`src/rtl/led_pkg.sv`:
```
// Shared types and saturating fade helpers for the LED fade output stage.
`timescale 1ns/1ps
package led_pkg;

    localparam int N_LED  = 8;
    localparam int DUTY_W = 8;

    typedef logic [DUTY_W-1:0] duty_t;

    // Channel state is derived each cycle from duty versus target; it is never stored.
    typedef enum logic [1:0] {
        CH_OFF  = 2'd0,
        CH_RISE = 2'd1,
        CH_ON   = 2'd2,
        CH_FALL = 2'd3
    } ch_state_t;

    // Rising step: min(duty + step, target), computed 9 bits wide so it cannot wrap.
    function automatic duty_t rise_sat(input duty_t duty, input duty_t target, input logic [8:0] step);
        logic [8:0] sum;
        sum = {1'b0, duty} + step;
        if (sum >= {1'b0, target}) begin
            return target;
        end else begin
            return sum[7:0];
        end
    endfunction

    // Falling step: max(duty - step, target), compared 9 bits wide so it cannot underflow.
    function automatic duty_t fall_sat(input duty_t duty, input duty_t target, input logic [8:0] step);
        logic [8:0] floor9;
        floor9 = {1'b0, target} + step;
        if ({1'b0, duty} >= floor9) begin
            return duty - step[7:0];
        end else begin
            return target;
        end
    endfunction

endpackage

```
`src/rtl/led_fade_channel.sv`:
```
// One LED channel: duty register, saturating fade step toward target, PWM comparator.
`timescale 1ns/1ps
module led_fade_channel
    import led_pkg::*;
#(
    parameter int FADE_STEP = 8
) (
    input  logic  clk,
    input  logic  rstn,
    input  logic  en,
    input  logic  step,
    input  duty_t pwm_cnt,
    input  duty_t target,
    output logic  pwm_out,
    output logic  busy_ch
);

    localparam logic [8:0] STEP9 = 9'(FADE_STEP);

    duty_t     duty_r;
    duty_t     duty_nxt_s;
    ch_state_t state_s;
    logic      pwm_out_r;

    // Classify the channel from the current duty and its target.
    always_comb begin
        state_s = CH_OFF;
        if (duty_r < target) begin
            state_s = CH_RISE;
        end else if (duty_r > target) begin
            state_s = CH_FALL;
        end else if (duty_r != 8'd0) begin
            state_s = CH_ON;
        end else begin
            state_s = CH_OFF;
        end
    end

    // Next duty: only moves on a fade step, which always lands on a PWM period boundary.
    always_comb begin
        duty_nxt_s = duty_r;
        if (step) begin
            case (state_s)
                CH_RISE: duty_nxt_s = rise_sat(duty_r, target, STEP9);
                CH_FALL: duty_nxt_s = fall_sat(duty_r, target, STEP9);
                CH_ON:   duty_nxt_s = duty_r;
                CH_OFF:  duty_nxt_s = duty_r;
                default: duty_nxt_s = duty_r;
            endcase
        end else begin
            duty_nxt_s = duty_r;
        end
    end

    // Duty register.
    always_ff @(posedge clk or negedge rstn) begin
        if (!rstn) begin
            duty_r <= 8'd0;
        end else begin
            duty_r <= duty_nxt_s;
        end
    end

    // Registered PWM output; forced low while disabled.
    always_ff @(posedge clk or negedge rstn) begin
        if (!rstn) begin
            pwm_out_r <= 1'b0;
        end else begin
            pwm_out_r <= en & (pwm_cnt < duty_r);
        end
    end

    assign pwm_out = pwm_out_r;
    assign busy_ch = (duty_r != target);

endmodule

```
`src/rtl/led_fade_driver.sv`:
```
// LED fade driver top: input registers, prescaler, PWM/step counters, channel array, busy flag.
`timescale 1ns/1ps
module led_fade_driver
    import led_pkg::*;
#(
    parameter int PWM_DIV   = 2,
    parameter int STEP_DIV  = 4,
    parameter int FADE_STEP = 8
) (
    input  logic             clk,
    input  logic             rstn,
    input  logic             en,
    input  logic [7:0]       brightness,
    input  logic [7:0]       led_in,
    output logic [7:0]       led_out,
    output logic             busy
);

    localparam int PRE_W  = (PWM_DIV  > 1) ? $clog2(PWM_DIV)  : 1;
    localparam int STEP_W = (STEP_DIV > 1) ? $clog2(STEP_DIV) : 1;

    logic [N_LED-1:0]  led_q_r;
    duty_t             bri_q_r;
    logic [PRE_W-1:0]  pre_cnt_r;
    duty_t             pwm_cnt_r;
    logic [STEP_W-1:0] step_cnt_r;
    logic              busy_r;

    logic              tick_s;
    logic              period_end_s;
    logic              step_s;
    duty_t             target_s [N_LED];
    logic [N_LED-1:0]  pwm_s;
    logic [N_LED-1:0]  busy_ch_s;

    assign tick_s       = en & (pre_cnt_r == PRE_W'(PWM_DIV - 1));
    assign period_end_s = tick_s & (pwm_cnt_r == 8'd255);
    assign step_s       = period_end_s & (step_cnt_r == STEP_W'(STEP_DIV - 1));

    // Register the pattern and brightness once; everything downstream uses these copies.
    always_ff @(posedge clk or negedge rstn) begin
        if (!rstn) begin
            led_q_r <= 8'd0;
            bri_q_r <= 8'd0;
        end else begin
            led_q_r <= led_in;
            bri_q_r <= brightness;
        end
    end

    // Prescaler: divides clk down to PWM counter ticks; frozen while disabled.
    always_ff @(posedge clk or negedge rstn) begin
        if (!rstn) begin
            pre_cnt_r <= '0;
        end else if (en) begin
            if (tick_s) begin
                pre_cnt_r <= '0;
            end else begin
                pre_cnt_r <= pre_cnt_r + PRE_W'(1);
            end
        end else begin
            pre_cnt_r <= pre_cnt_r;
        end
    end

    // 8-bit PWM counter, wraps 255 -> 0.
    always_ff @(posedge clk or negedge rstn) begin
        if (!rstn) begin
            pwm_cnt_r <= 8'd0;
        end else if (tick_s) begin
            pwm_cnt_r <= pwm_cnt_r + 8'd1;
        end else begin
            pwm_cnt_r <= pwm_cnt_r;
        end
    end

    // Counts PWM periods between fade steps.
    always_ff @(posedge clk or negedge rstn) begin
        if (!rstn) begin
            step_cnt_r <= '0;
        end else if (period_end_s) begin
            if (step_s) begin
                step_cnt_r <= '0;
            end else begin
                step_cnt_r <= step_cnt_r + STEP_W'(1);
            end
        end else begin
            step_cnt_r <= step_cnt_r;
        end
    end

    for (genvar i = 0; i < N_LED; i++) begin : g_ch
        assign target_s[i] = led_q_r[i] ? bri_q_r : 8'd0;

        led_fade_channel #(
            .FADE_STEP (FADE_STEP)
        ) u_ch (
            .clk     (clk),
            .rstn    (rstn),
            .en      (en),
            .step    (step_s),
            .pwm_cnt (pwm_cnt_r),
            .target  (target_s[i]),
            .pwm_out (pwm_s[i]),
            .busy_ch (busy_ch_s[i])
        );
    end

    // Busy flag: any channel still away from its target; tracks even while disabled.
    always_ff @(posedge clk or negedge rstn) begin
        if (!rstn) begin
            busy_r <= 1'b0;
        end else begin
            busy_r <= |busy_ch_s;
        end
    end

    assign led_out = pwm_s;
    assign busy    = busy_r;

endmodule
```
`config.mk`:
```
export PLATFORM = sky130hd
export DESIGN_NAME = led_fade_driver
export DESIGN_NICKNAME = d
export VERILOG_FILES = /design/src/rtl/led_pkg.sv /design/src/rtl/led_fade_channel.sv /design/src/rtl/led_fade_driver.sv
export SDC_FILE = /design/constraint.sdc
export NUM_CORES = 1
export LEC_CHECK = 0
export ABC_AREA = 1
export ABC_CLOCK_PERIOD_IN_PS = 4100
export BUFFER_PORTS_ARGS = -buffer_cell sky130_fd_sc_hd__buf_4
export CAP_MARGIN = 20
export CORE_MARGIN = 2
export CORE_UTILIZATION = 30
export DETAILED_ROUTE_END_ITERATION = 10
export GPL_TIMING_DRIVEN = 0
export SLEW_MARGIN = 10
export SYNTH_ARGS = -nofsm -noshare
export SYNTH_HDL_FRONTEND = slang
export SYNTH_SLANG_ARGS = --single-unit
export TNS_END_PERCENT = 1
```
`constraint.sdc`:
```
create_clock -name clk -period 4.1 [get_ports clk]
set_input_delay 0.82 -clock clk [delete_from_list [all_inputs] [get_ports clk]]
set_output_delay 0.82 -clock clk [all_outputs]
set_load 0.02 [all_outputs]
```
Word-level counts from Yosys, hierarchy flattened
Cells that the tools add are included.

cells by class
  add/subtract/negate cells = 27
  multiply operators = 0
  div/mod/pow operators = 0
  order comparisons = 40
  equality and inequality tests = 34
  shift operators = 0
  mux-type cells = 58
  bitwise operators = 19
  reduce and logical (&&, ||, !) cells = 33

operators with widths
  cell                   count
  $mux W8                24
  $add A8 B4 Y9 const B  16
  $lt A8 B8 Y1           16
  $pmux W8 S2            8
  $ge A8 B9 Y1           8
  $ge A9 B8 Y1           8
  $gt A8 B8 Y1           8
  $ne A8 B8 Y1           8
  $reduce_bool A8 Y1     8
  $sub A8 B4 Y8 const B  8
  $mux W2                25
  $eq A2 B2 Y1 const B   17
  $eq A2 B1 Y1 const B   8
  $logic_not A2 Y1       8
  $reduce_and A2 Y1      8
  $reduce_or A2 Y1       8
  $and A1 B1 Y1          11
  $add A8 B1 Y8 const B  1
  $eq A8 B8 Y1 const B   1
  $not A1 Y1             8
  $reduce_or A8 Y1       1
  $add A2 B1 Y2 const B  1
  $add A1 B1 Y1 const B  1
  $mux W1                1

storage, ports and cells
  bits in registers = 100
  latch bits = 0
  RAM bits = 0
  memory bits (read-only) = 0
  input port bits = 19
  output and inout bits = 9
  word-level logic and storage cells = 233
  memories kept = 0

Logic depth before layout (Yosys ltp)
  depth in word-level cells = 8
  gate-level depth with buffers = 20
  gate-level depth less buffers = 19

Modules after synthesis
Synthesis repeated with hierarchy kept, for this count alone.

second synthesis, totals
  cells, all modules = 2,124
  area total of the unflattened synthesis = 13,827.0 sq um

by module, submodules not included
  module                               times used  cells each  area an instance (sq um)  sequential area each (sq um)
  led_fade_channel (g_ch[2].u_ch ...)  5           240         1,557.7                   225.2
  led_fade_channel (g_ch[0].u_ch ...)  3           233         1,503.9                   225.2
  led_fade_driver                      1           225         1,526.5                   700.7

Worst setup path after synthesis
Ideal clock, no wire load.

  path kind = register to register
  from = register bri_q_r[5]
  to = register g_ch[4].u_ch.duty_r[1]
  library setup time = 118 ps
  data arrival time = 2,421 ps
  required time = 3,982 ps
  path slack = 1,561 ps
  stages on the path, launching flop included = 15
  buffers on the path = 2
  clock period less this slack = 2,539 ps
  cells stage by stage = dfrtp_1 -> buf_6 -> clkbuf_1 -> nand2_1 -> ha_1 -> a21oi_1 -> nor2_1 -> a211oi_1 -> nand2_1 -> nand2_1 -> inv_1 -> nand2_4 -> nand3_2 -> nand2_1 -> o21ai_2

between the ends
  longest elaborated chain between the ends = 8
  elaborated cells between the ends (all ways) = 18
  classes of those cells = add/sub (1); order compare (4); eq/ne (3); mux (6); bitwise (1); reduce/logical (3)

ends and longest elaborated chain
  element                                                line                    RTL
  from (decl)                                            led_fade_driver.sv:23   duty_t bri_q_r;
  from (signal assigned)                                 led_fade_driver.sv:47   bri_q_r <= brightness;
  $mux W8 (*)                                            led_fade_driver.sv:93   assign target_s[i] = led_q_r[i] ? bri_q_r : 8'd0;
  branches (longest 7 deep; another with $add A8 B4 Y9)  n/a
  to (signal assigned)                                   led_fade_channel.sv:60  duty_r <= duty_nxt_s;
  to (decl)                                              led_fade_channel.sv:20  duty_t duty_r;

Every way passes the cells marked *.
A chain may end at the register's enable or synchronous reset.

Final worst setup path
  from = register bri_q_r[6]
  to = register busy_r, in the netlist busy

between the ends
  longest elaborated chain between the ends = 3
  elaborated cells between the ends (all ways) = 17
  classes of those cells = eq/ne (8); mux (8); reduce/logical (1)

ends and longest elaborated chain
  element               line                    RTL
  $mux W8               led_fade_driver.sv:93
  $ne A8 B8 Y1          led_fade_channel.sv:74  assign busy_ch = (duty_r != target);
  $reduce_or A8 Y1 (*)  led_fade_driver.sv:114  busy_r <= |busy_ch_s;
  to (signal assigned)  led_fade_driver.sv:114
  to (decl)             led_fade_driver.sv:27   logic busy_r;

Mark *: on every way between the ends. The rest lies on a longest branch, timed or not.

==> flow_summary.toml <==
[yosys]
synth_edf_count = 0
postSynthAreaPerCell_um2 = 6.93
syn-num-nets = 2096
async_reset_ff_frac = 1.00
synthFlopType = "dfrtp_1"
synth_top_area_frac = 0.212
synth_warnings = 0
synth_area_leaders = "ha_1 21%, dfrtp_1 19%, nand2_1 15%, nand3_1 7.3%, inv_1 6.9%"
yosysUniqueCellTypes = 47
ys_top_cells_by_count = "520 x nand2_1, 237 x inv_1, 218 x ha_1"
ys_seq_area_frac = 0.194
netlist_area_um2 = 12900
synth_top_area_cell = "ha_1"
yosysMostFrequentCell = "nand2_1"
syn-instance-count = 1859
ys_ff_latch = 100

[clock_tree]
htree_levels = 3
clkTransAtPathRegs_ps = 80
clk_latency_ps = 390
cts_resized = 0
cts_tree = "yes"
cts.sink_count = 100
cts_buffers = 9
clk_path_buf_depth = 2
cts_root_buffer = "clkbuf_16"

[floorplan]
start_util = 0.306
design.portCount = 28
die_w_um = 211
core-area_um2 = 42100
die_h_um = 211
die-area_um2 = 44600
fp-row-count = 75

[global_route]
grt_max_degree = 101
gr-usage-all-layers = 0.176
grt_pass1_vias = 12200
grt_pass1_wl_um = 62300
antenna_found_initial = 0
gr-total-overflow = 0

[timing]
setup_viol = 0
rsz0062_at_grt = "false"
max_freq_mhz = 256
tightest_slew_ps = 743
clock_skew_ps = 15.2
whs_ps = 276
fin_setup_tns_ps = 0
period_share = 0.955
min_period_ps = 3910
hold_viol = 0
timing.final.ws_setup_ps = 186
slew_headroom = 0.505
final_max_slew_viol_count = 0

[route]
vias = 12400
drcViolationCount = 0
wl_um = 37700
drt_iter0_markers = 931
dr.pass1.iters = 5
final_antenna_net_count = 0
routedWlPerCell_um = 15.5
viasPerCell = 5.08

[setup_path]
reg2regPathDepth = 9
startpoint_type = "flop"
critPathSlowestCell = "dfrtp_1"
path_delay_family = "simple AND/OR/NAND/NOR gates"
criticalPathCategory = "flop to flop"
rrSetupSlack_ps = 190
path_cells = "buf_2 > buf_2 > nand2_1 > ha_1 > nand2_1 > nor2_1 > nand4_1 > nor4_1 > nand3_1"
worst-path-buf-inv = 2
cp-end-kind = "flop"
critPathMaxStageDelay_ps = 800
required_ps = 4290
critical_path_arrival_ps = 4110
r2r-end = "busy$_DFF_PN0_"
critical_path.max_fanout = 10
regToRegStartpoint = "bri_q_r[6]$_DFF_PN0_"

[final_layout]
drive_gt1_frac = 0.0883
final_util = 0.335
fin_cells = 2441
area_delta_synth_final_pct = 9.38
design_area_um2 = 14100
final_nets = 2134
diodes = 0

[place]
dpl_worst_slack_ps = -47.2
placed_cell_area_um2 = 13800
gp_congestion = 0.931
hpwl_um = 28200
numPortBuffers = 27
dp.cells = 2425

[job]
drv_cap = 0

[pwr]
total_leakage_power_nw = 7.82
cellPowerDensity_nw_per_um2 = 251
ir_drop_mv = 0.281
p_total_mw = 3.53

[outcome]
status = "completed"

[worst_hold_path]
hp-class = "input port to asynchronous set/reset pin"
[metal layers]
metal  vias up  track usage  routed length (µm)
met5         -            0                   0
met4         0       0.0835                1560
met3        89       0.0161                1310
met2       279        0.298               17300
met1      5759        0.225               17500
li1       6267            -                   -
[placed cells by master (no fill, tap or decap), types with 3 or more instances in the layout]
| cell | n |
|---|---|
| xnor2_1 | 9 |
| a21oi_1 | 105 |
| o21bai_1 | 7 |
| nand2_4 | 7 |
| dfrtp_1 | 100 |
| xor2_1 | 59 |
| a21oi_4 | 6 |
| nor3_1 | 6 |
| ha_1 | 218 |
| nor2_4 | 11 |
| nor2_1 | 101 |
| clkbuf_1 | 9 |
| o21ai_2 | 8 |
| buf_4 | 37 |
| nand3_2 | 17 |
| buf_2 | 15 |
| nor4_2 | 3 |
| inv_6 | 4 |
| clkbuf_16 | 9 |
| nand2_1 | 520 |
| nand3b_1 | 14 |
| inv_1 | 237 |
| o21ai_1 | 9 |
| nand4_1 | 80 |
| o31ai_1 | 3 |
| nand3_4 | 8 |
| nor2_2 | 6 |
| a21oi_2 | 4 |
| o21a_1 | 7 |
| nand3_1 | 189 |
| a21o_1 | 6 |
| nor3b_1 | 10 |
| a211oi_1 | 4 |
| o21ai_0 | 36 |
| nand2_2 | 15 |
[how the worst max path moves through the flow]
stage | from | cells past startpoint | end
finish | bri_q_r[6]$_DFF_PN0_ | 9 | busy$_DFF_PN0_
global placement | bri_q_r[5]$_DFF_PN0_ | 9 | busy$_DFF_PN0_
CTS | bri_q_r[6]$_DFF_PN0_ | 9 | busy$_DFF_PN0_
global route | bri_q_r[6]$_DFF_PN0_ | 14 | g_ch[4].u_ch.duty_r[1]$_DFFE_PN0P_
detailed placement | bri_q_r[5]$_DFF_PN0_ | 9 | busy$_DFF_PN0_
floorplan | bri_q_r[5]$_DFF_PN0_ | 14 | g_ch[4].u_ch.duty_r[1]$_DFFE_PN0P_
[state kept, by name, summed over array words and instances, names as in the netlist]
signal,flops
g_ch.u_ch.duty_r,64
bri_q_r,8
g_ch.u_ch.pwm_out,8
led_q_r,8
pwm_cnt_r,8
step_cnt_r,2
busy,1
pre_cnt_r,1
[where the power goes]
group	internal (mW)	switching, mW
combinational	0.544	0.786
clock	0.483	0.462
sequential	1.06	0.200
[timing repair]
action                     in CTS  in global routing
buffers inserted                0                  0
hold endpoints to repair        0                  0
setup endpoints to repair       1                  0
hold buffers                    0                  0
[logic make-up (layout without fill, tap and decap cells)]
logic type      Yosys count  count (layout)  share of synthesized area
simple gates            996             996                      0.369
buf+inv                 279             322                     0.0867
fa+ha+maj               218             218                      0.212
compound gates          196             196                     0.0903
flops                   100             100                      0.194
xor+xnor                 68              68                     0.0462
mux                       2               2                    0.00175
[layout make-up]
| class | count | area (µm²) |
|---|---|---|
| buffer | 37 | 208 |
| fill | 4439 | 28000 |
| timing repair buffer | 28 | 234 |
| clock inverter | 7 | 78.8 |
| clock buffer | 9 | 225 |
| inverter | 241 | 906 |
| multi-input combinational | 1480 | 9270 |
| sequential | 100 | 2500 |
| tap | 539 | 674 |
No activity file was read; power rests on OpenSTA's default activity.
